$ cat config.mk
export PLATFORM = sky130hd
export DESIGN_NAME = bitslip_align_ctrl
export DESIGN_NICKNAME = d
export VERILOG_FILES = /design/src/rtl/bitslip_align_ctrl.sv
export SDC_FILE = /design/constraint.sdc
export NUM_CORES = 1
export LEC_CHECK = 0
export CAP_MARGIN = 15
export CORE_ASPECT_RATIO = 0.5
export CORE_MARGIN = 3
export CORE_UTILIZATION = 55
export DETAILED_ROUTE_END_ITERATION = 10
export PLACE_DENSITY = 0.82
export RECOVER_POWER = 50
export SLEW_MARGIN = 0
export SYNTH_ARGS = -nofsm -noshare
export SYNTH_HDL_FRONTEND = slang
export SYNTH_SLANG_ARGS = --single-unit
$ cat constraint.sdc
create_clock -name CLKDIV -period 2.5 [get_ports CLKDIV]
set_input_delay 0.25 -clock CLKDIV [delete_from_list [all_inputs] [get_ports CLKDIV]]
set_output_delay 0.25 -clock CLKDIV [all_outputs]
set_load 0.02 [all_outputs]
$ cat src/rtl/bitslip_align_ctrl.sv
// rtl/bitslip_align_ctrl.sv - word-alignment controller driving SERDES reset and bitslip for a 1x12 DDR deserializer pair
//
// Purpose:
//   Resets the deserializers and waits for them to settle. It then compares
//   the parallel word Q with the training PATTERN. On a mismatch it slips one
//   position and retries. Lock is declared after LOCK_CNT consecutive matches.
//   Once locked, Q is monitored, and LOSS_CNT consecutive mismatches start a
//   full retrain. When every slip position has been tried, the controller
//   parks in FAIL until START is asserted again.
//
// Ports:
//   CLKDIV      in   divided deserializer clock; all logic on the rising edge
//   RSTN        in   asynchronous active-low reset
//   START       in   training request; ignored while BUSY
//   Q[11:0]     in   parallel word from the deserializer
//   SERDES_RST  out  active-high reset to both deserializers
//   BITSLIP     out  single-cycle slip pulse to both deserializers
//   BUSY        out  training in progress
//   LOCKED      out  alignment found and holding
//   FAIL        out  no slip position produced the pattern
//   SLIP_CNT    out  slips issued since the last deserializer reset
module bitslip_align_ctrl #(
  parameter logic [11:0] PATTERN    = 12'hFC0,
  parameter int          RST_CYC    = 8,
  parameter int          SETTLE_CYC = 4,
  parameter int          LOCK_CNT   = 8,
  parameter int          MAX_SLIP   = 6,
  parameter int          LOSS_CNT   = 4
) (
  input  logic        CLKDIV,
  input  logic        RSTN,
  input  logic        START,
  input  logic [11:0] Q,
  output logic        SERDES_RST,
  output logic        BITSLIP,
  output logic        BUSY,
  output logic        LOCKED,
  output logic        FAIL,
  output logic [2:0]  SLIP_CNT
);

  localparam int CW = 8;

  // Terminal values as "last index" so each phase lasts exactly N cycles
  // counting from a zeroed counter on entry.
  localparam logic [CW-1:0] RST_LAST    = CW'(RST_CYC - 1);
  localparam logic [CW-1:0] SETTLE_LAST = CW'(SETTLE_CYC - 1);
  localparam logic [CW-1:0] LOCK_LAST   = CW'(LOCK_CNT - 1);
  localparam logic [CW-1:0] LOCK_TERM   = CW'(LOCK_CNT);
  localparam logic [CW-1:0] LOSS_LAST   = CW'(LOSS_CNT - 1);
  localparam logic [CW-1:0] LOSS_TERM   = CW'(LOSS_CNT);
  localparam logic [2:0]    SLIP_LAST   = 3'(MAX_SLIP - 1);

  typedef enum logic [2:0] {
    ST_IDLE         = 3'd0,
    ST_RESET_SERDES = 3'd1,
    ST_SETTLE       = 3'd2,
    ST_CHECK        = 3'd3,
    ST_SLIP         = 3'd4,
    ST_LOCKED       = 3'd5,
    ST_FAIL         = 3'd6
  } state_t;

  state_t        state;
  state_t        state_d;
  logic [CW-1:0] phase_cnt;
  logic [CW-1:0] phase_d;
  logic [CW-1:0] match_cnt;
  logic [CW-1:0] match_d;
  logic [CW-1:0] miss_cnt;
  logic [CW-1:0] miss_d;
  logic [2:0]    slip_d;
  logic          q_match;
  logic          serdes_rst_d;
  logic          bitslip_d;
  logic          busy_d;
  logic          locked_d;
  logic          fail_d;

  assign q_match = (Q == PATTERN);

  // State, counters and outputs all update together. The outputs are decoded
  // from the next state, so each one is a flop that agrees with the state
  // register on every cycle.
  always_ff @(posedge CLKDIV or negedge RSTN) begin
    if (!RSTN) begin
      state      <= ST_IDLE;
      phase_cnt  <= '0;
      match_cnt  <= '0;
      miss_cnt   <= '0;
      SLIP_CNT   <= 3'd0;
      SERDES_RST <= 1'b0;
      BITSLIP    <= 1'b0;
      BUSY       <= 1'b0;
      LOCKED     <= 1'b0;
      FAIL       <= 1'b0;
    end else begin
      state      <= state_d;
      phase_cnt  <= phase_d;
      match_cnt  <= match_d;
      miss_cnt   <= miss_d;
      SLIP_CNT   <= slip_d;
      SERDES_RST <= serdes_rst_d;
      BITSLIP    <= bitslip_d;
      BUSY       <= busy_d;
      LOCKED     <= locked_d;
      FAIL       <= fail_d;
    end
  end

  always_comb begin
    state_d = state;
    phase_d = phase_cnt;
    match_d = match_cnt;
    miss_d  = miss_cnt;
    slip_d  = SLIP_CNT;

    case (state)
      ST_IDLE: begin
        if (START) begin
          state_d = ST_RESET_SERDES;
          phase_d = '0;
          slip_d  = 3'd0;
        end
      end

      ST_RESET_SERDES: begin
        if (phase_cnt >= RST_LAST) begin
          state_d = ST_SETTLE;
          phase_d = '0;
          match_d = '0;
        end else begin
          phase_d = phase_cnt + CW'(1);
        end
      end

      // Q is still moving after a reset or slip, so it is not looked at here.
      ST_SETTLE: begin
        match_d = '0;
        if (phase_cnt >= SETTLE_LAST) begin
          state_d = ST_CHECK;
          phase_d = '0;
        end else begin
          phase_d = phase_cnt + CW'(1);
        end
      end

      // A single mismatch abandons this slip position. The matches needed
      // for lock must all be consecutive.
      ST_CHECK: begin
        if (q_match) begin
          if (match_cnt >= LOCK_LAST) begin
            state_d = ST_LOCKED;
            match_d = LOCK_TERM;
            miss_d  = '0;
          end else begin
            match_d = match_cnt + CW'(1);
          end
        end else if (SLIP_CNT >= SLIP_LAST) begin
          state_d = ST_FAIL;
        end else begin
          state_d = ST_SLIP;
          if (SLIP_CNT != 3'd7) begin
            slip_d = SLIP_CNT + 3'd1;
          end
        end
      end

      ST_SLIP: begin
        state_d = ST_SETTLE;
        phase_d = '0;
      end

      // START takes priority over loss monitoring. A retrain started either
      // way goes back through the deserializer reset.
      ST_LOCKED: begin
        if (START) begin
          state_d = ST_RESET_SERDES;
          phase_d = '0;
          slip_d  = 3'd0;
        end else if (!q_match) begin
          if (miss_cnt >= LOSS_LAST) begin
            state_d = ST_RESET_SERDES;
            phase_d = '0;
            slip_d  = 3'd0;
            miss_d  = LOSS_TERM;
          end else begin
            miss_d = miss_cnt + CW'(1);
          end
        end else begin
          miss_d = '0;
        end
      end

      ST_FAIL: begin
        if (START) begin
          state_d = ST_RESET_SERDES;
          phase_d = '0;
          slip_d  = 3'd0;
        end
      end

      default: begin
        state_d = ST_IDLE;
        phase_d = '0;
        match_d = '0;
        miss_d  = '0;
        slip_d  = 3'd0;
      end
    endcase

    serdes_rst_d = (state_d == ST_RESET_SERDES);
    bitslip_d    = (state_d == ST_SLIP);
    busy_d       = (state_d == ST_RESET_SERDES) || (state_d == ST_SETTLE) ||
                   (state_d == ST_CHECK) || (state_d == ST_SLIP);
    locked_d     = (state_d == ST_LOCKED);
    fail_d       = (state_d == ST_FAIL);
  end

endmodule

==> qor.csv <==
stage;metric;value;unit
layout;share of layout cells above drive strength 1;0.127;
setup_path;r2r endpoint;LOCKED;
timing;Final Cycle Share;0.866;
setup_path;CP bufs+invs;1;
yosys;Post-synth ARST share;1.00;
floorplan;Die Height;48.7;um
placement;Place WS;0.257;ns
timing;Worst Tran Pin Value;0.864;ns
setup_path;CP Max Fanout;15;
setup_path;CP cell instances;inv_1 > or2_2 > nor3_1 > or2_1 > and3b_1;
setup_path;CP startpoint;state[0];
global_routing;largest net degree at the start of global routing;36;
drt;post-DR vias/cell;6.27;
timing;fin. max-slew vios;0;
clock_network;clk_lat worst skew;0.28;ns
drt;Pre-antenna DRT Iters;5;
timing;endpoints failing setup;0;
yosys;FF+latch count, synth;35;
setup_path;CP top delay family;simple AND/OR/NAND/NOR gates;
timing;Final Hold Slack;0.510;ns
floorplan;Ports;23;
layout;antenna cells;0;
timing;Final Hold Viols;0;
timing;RSZ-0062 raised after global routing;no;
clock_network;post-CTS sizing;0;
setup_path;Max stage delay on crit path;0.59;ns
power;Power Dens Cells;847;mW/mm^2
clock_network;Root Buffer;clkbuf_8;
yosys;number of synthesized flops with an enable pin;0;
global_routing;global route hottest layer;met1;
clock_network;clk sink count;35;
timing;Max Fclk;462;MHz
drt;DRT iter0 DRCs;146;
layout;Area Growth Syn to Fin;17.5;%
drt;Routed WL per cell;15.9;um
clock_network;postcts setup bufs;0;
job;Max Cap Violations;0;
yosys;Mapped Cells;203;
placement;PortBufs;22;
setup_path;Worst Reg-to-Reg Cells;5;
clock_network;TritonCTS Buffers;5;
yosys;Warnings, synthesis;0;
drt;post-route ant nets;0;
floorplan;Initial Util;0.619;
global_routing;met1 GRT Util;0.316;
setup_path;WS Path Type;reg2reg;
setup_path;startpoint types;register;
drt;vias;1738;
setup_path;required time of the critical path;2.67;ns
hold_path;Hold Path Depth;2;
timing;worst rel slew slack;0.424;
global_routing;Tot GR Track Use;0.215;
drt;DR DRC count;0;
yosys;syn_area_per_cell;9.88;sq um
clock_network;hold buffers post-CTS;0;
hold_path;Hold Path Class;reg2reg;
setup_path;R2R Setup Slk;0.34;ns
floorplan;Core Footprint;0.00324;sq mm
floorplan;Die Area;0.00445;sq mm
placement;HPWL after detailed placement;3200;um
global_routing;vias in the first global route;1641;
timing;Tmin final;2.16;ns
yosys;Net Count, Synth;224;
floorplan;Die Span X;91.4;um
yosys;Synth Flop Type;dfrtp_1;
setup_path;RR Startpoint;state[0];
global_routing;GRT overflow;0;
timing;setup ws final;0.336;ns
global_routing;initial antenna violation count;0;
timing;Max Clock Skew;0.00529;ns
clock_network;clk slew on worst S/H paths;0.06;ns
yosys;Mapped Area;0.00201;sq mm
yosys;Netlist cell types;54;
global_routing;GR met2 Demand/Resource;0.312;
setup_path;Worst path slowest cell;dfrtp_1;
clock_network;H-tree depth;2;
hold_path;hold endpoint;match_cnt[7];
global_routing;global-route wire length before repair;7690;um
hold_path;worst min-delay path startpoint;match_cnt[7];
setup_path;Arr. time, crit path;2.33;ns
global_routing;met3 Resource Use GR;0.0542;
power;worst vdd rail ir drop;0.000541;V
drt;final WL;4400;um
timing;setup tns final;0;ns
setup_path;element type at the critical path end;register;
yosys;Seq/Total Area, Yosys;0.437;
layout;Finished Core Util;0.727;
clock_network;CTS tree;done;
clock_network;Max clock buf depth;2;
status;outcome;finished clean;
placement;Placer Congestion;0.810;
floorplan;FP Rows;14;
power;leak pwr;1.06;nW
layout;fin nets;251;
## routing by layer
metal | vias up | wire (um)
met2 | 62 | 1950
li1 | 824 | -
met3 | 6 | 281
met5 | - | 0
met1 | 846 | 2140
met4 | 0 | 40
## state kept, by name (all words and copies together) (netlist names)
| register | flops |
|---|---|
| SLIP_CNT | 3 |
| BUSY | 1 |
| state | 3 |
| BITSLIP | 1 |
| phase_cnt | 8 |
| SERDES_RST | 1 |
| miss_cnt | 8 |
| LOCKED | 1 |
| FAIL | 1 |
| match_cnt | 8 |
## cell usage in the layout, fill, tap and decap left out, drive strengths merged, types with 3 or more instances in the layout
| master | instances |
|---|---|
| clkdlybuf4s50 | 17 |
| inv | 6 |
| nand3 | 10 |
| and3b | 4 |
| and4 | 6 |
| nand2 | 12 |
| clkbuf | 7 |
| a41oi | 4 |
| buf | 3 |
| nand2b | 5 |
| dfrtp | 35 |
| ha | 6 |
| mux2 | 4 |
| nor2 | 22 |
| o21ai | 11 |
| dlygate4sd3 | 5 |
| and3 | 5 |
| nor3 | 10 |
| nor3b | 3 |
| nor4 | 5 |
| a21oi | 7 |
| a31oi | 10 |
## worst min-delay path, cell delays in order, from the launching register on
cell     delay, ns
dfrtp_1       0.35
a31oi_1       0.04
nor2_1        0.07
## metrics by stage
stage | area (sq um) | std cells | power, W
6_report | 2360 | 277 | 0.00200
5_1_grt | 2360 | 277 | 0.00214
4_1_cts | 2360 | 277 | 0.00199
3_5_place_dp | 2290 | 271 | 0.00162
3_3_place_gp | 2290 | 271 | 0.00160
2_1_floorplan | 2010 | 203 | 0.00136
## layout make-up
cell class                      count  area [sq um]
Timing Repair Buffer               26           248
Fill cell                         242           883
Sequential cell                    35           876
Tap cell                           48          60.1
Multi-Input combinational cell    156          1080
Clock buffer                        6          72.6
Inverter                            6          22.5
## synthesized netlist by cell type, types with 5 or more instances
cell type  count  area, sq um
dfrtp_1       35          876
nor2_1        21         78.8
nand2_1       12         45.0
a31oi_1       10         62.6
nand3_1       10         50.1
o21ai_0        8         40.0
nor3_1         7         35.0
a21oi_1        6         30.0
ha_1           6         75.1
inv_1          6         22.5
and3_1         5         31.3
nand2b_1       5         31.3
## logic make-up (layout without fill, tap and decap cells)
logic type,Yosys count,count (layout),share of synthesized area
adder cells (fa/ha/maj),6,6,0.0374
AO/OA/AOI/OAI,52,52,0.187
XOR/XNOR,1,1,0.00437
multiplexers,5,5,0.0274
AND/OR/NAND/NOR,92,92,0.281
buffers and inverters,12,38,0.0256
flip-flops,35,35,0.437
## worst max-delay path by stage
stage	cells after the start	endpoint	slack (ns)
floorplan	6	SLIP_CNT[0]	0.56
global placement	6	FAIL	0.35
detailed placement	6	miss_cnt[2]	0.26
CTS	6	SLIP_CNT[0]	0.35
global route	5	LOCKED	0.16
finish	5	LOCKED	0.34
## power by group
| part | leakage (nW) | internal (W) | switching, W |
|---|---|---|---|
| sequential | 0.475 | 0.000653 | 0.000109 |
| clock | 0.0371 | 0.000186 | 0.000184 |
| combinational | 0.543 | 0.000373 | 0.000491 |
| total | 1.06 | 0.00121 | 0.000784 |
Power figures use the tool's default switching activity.
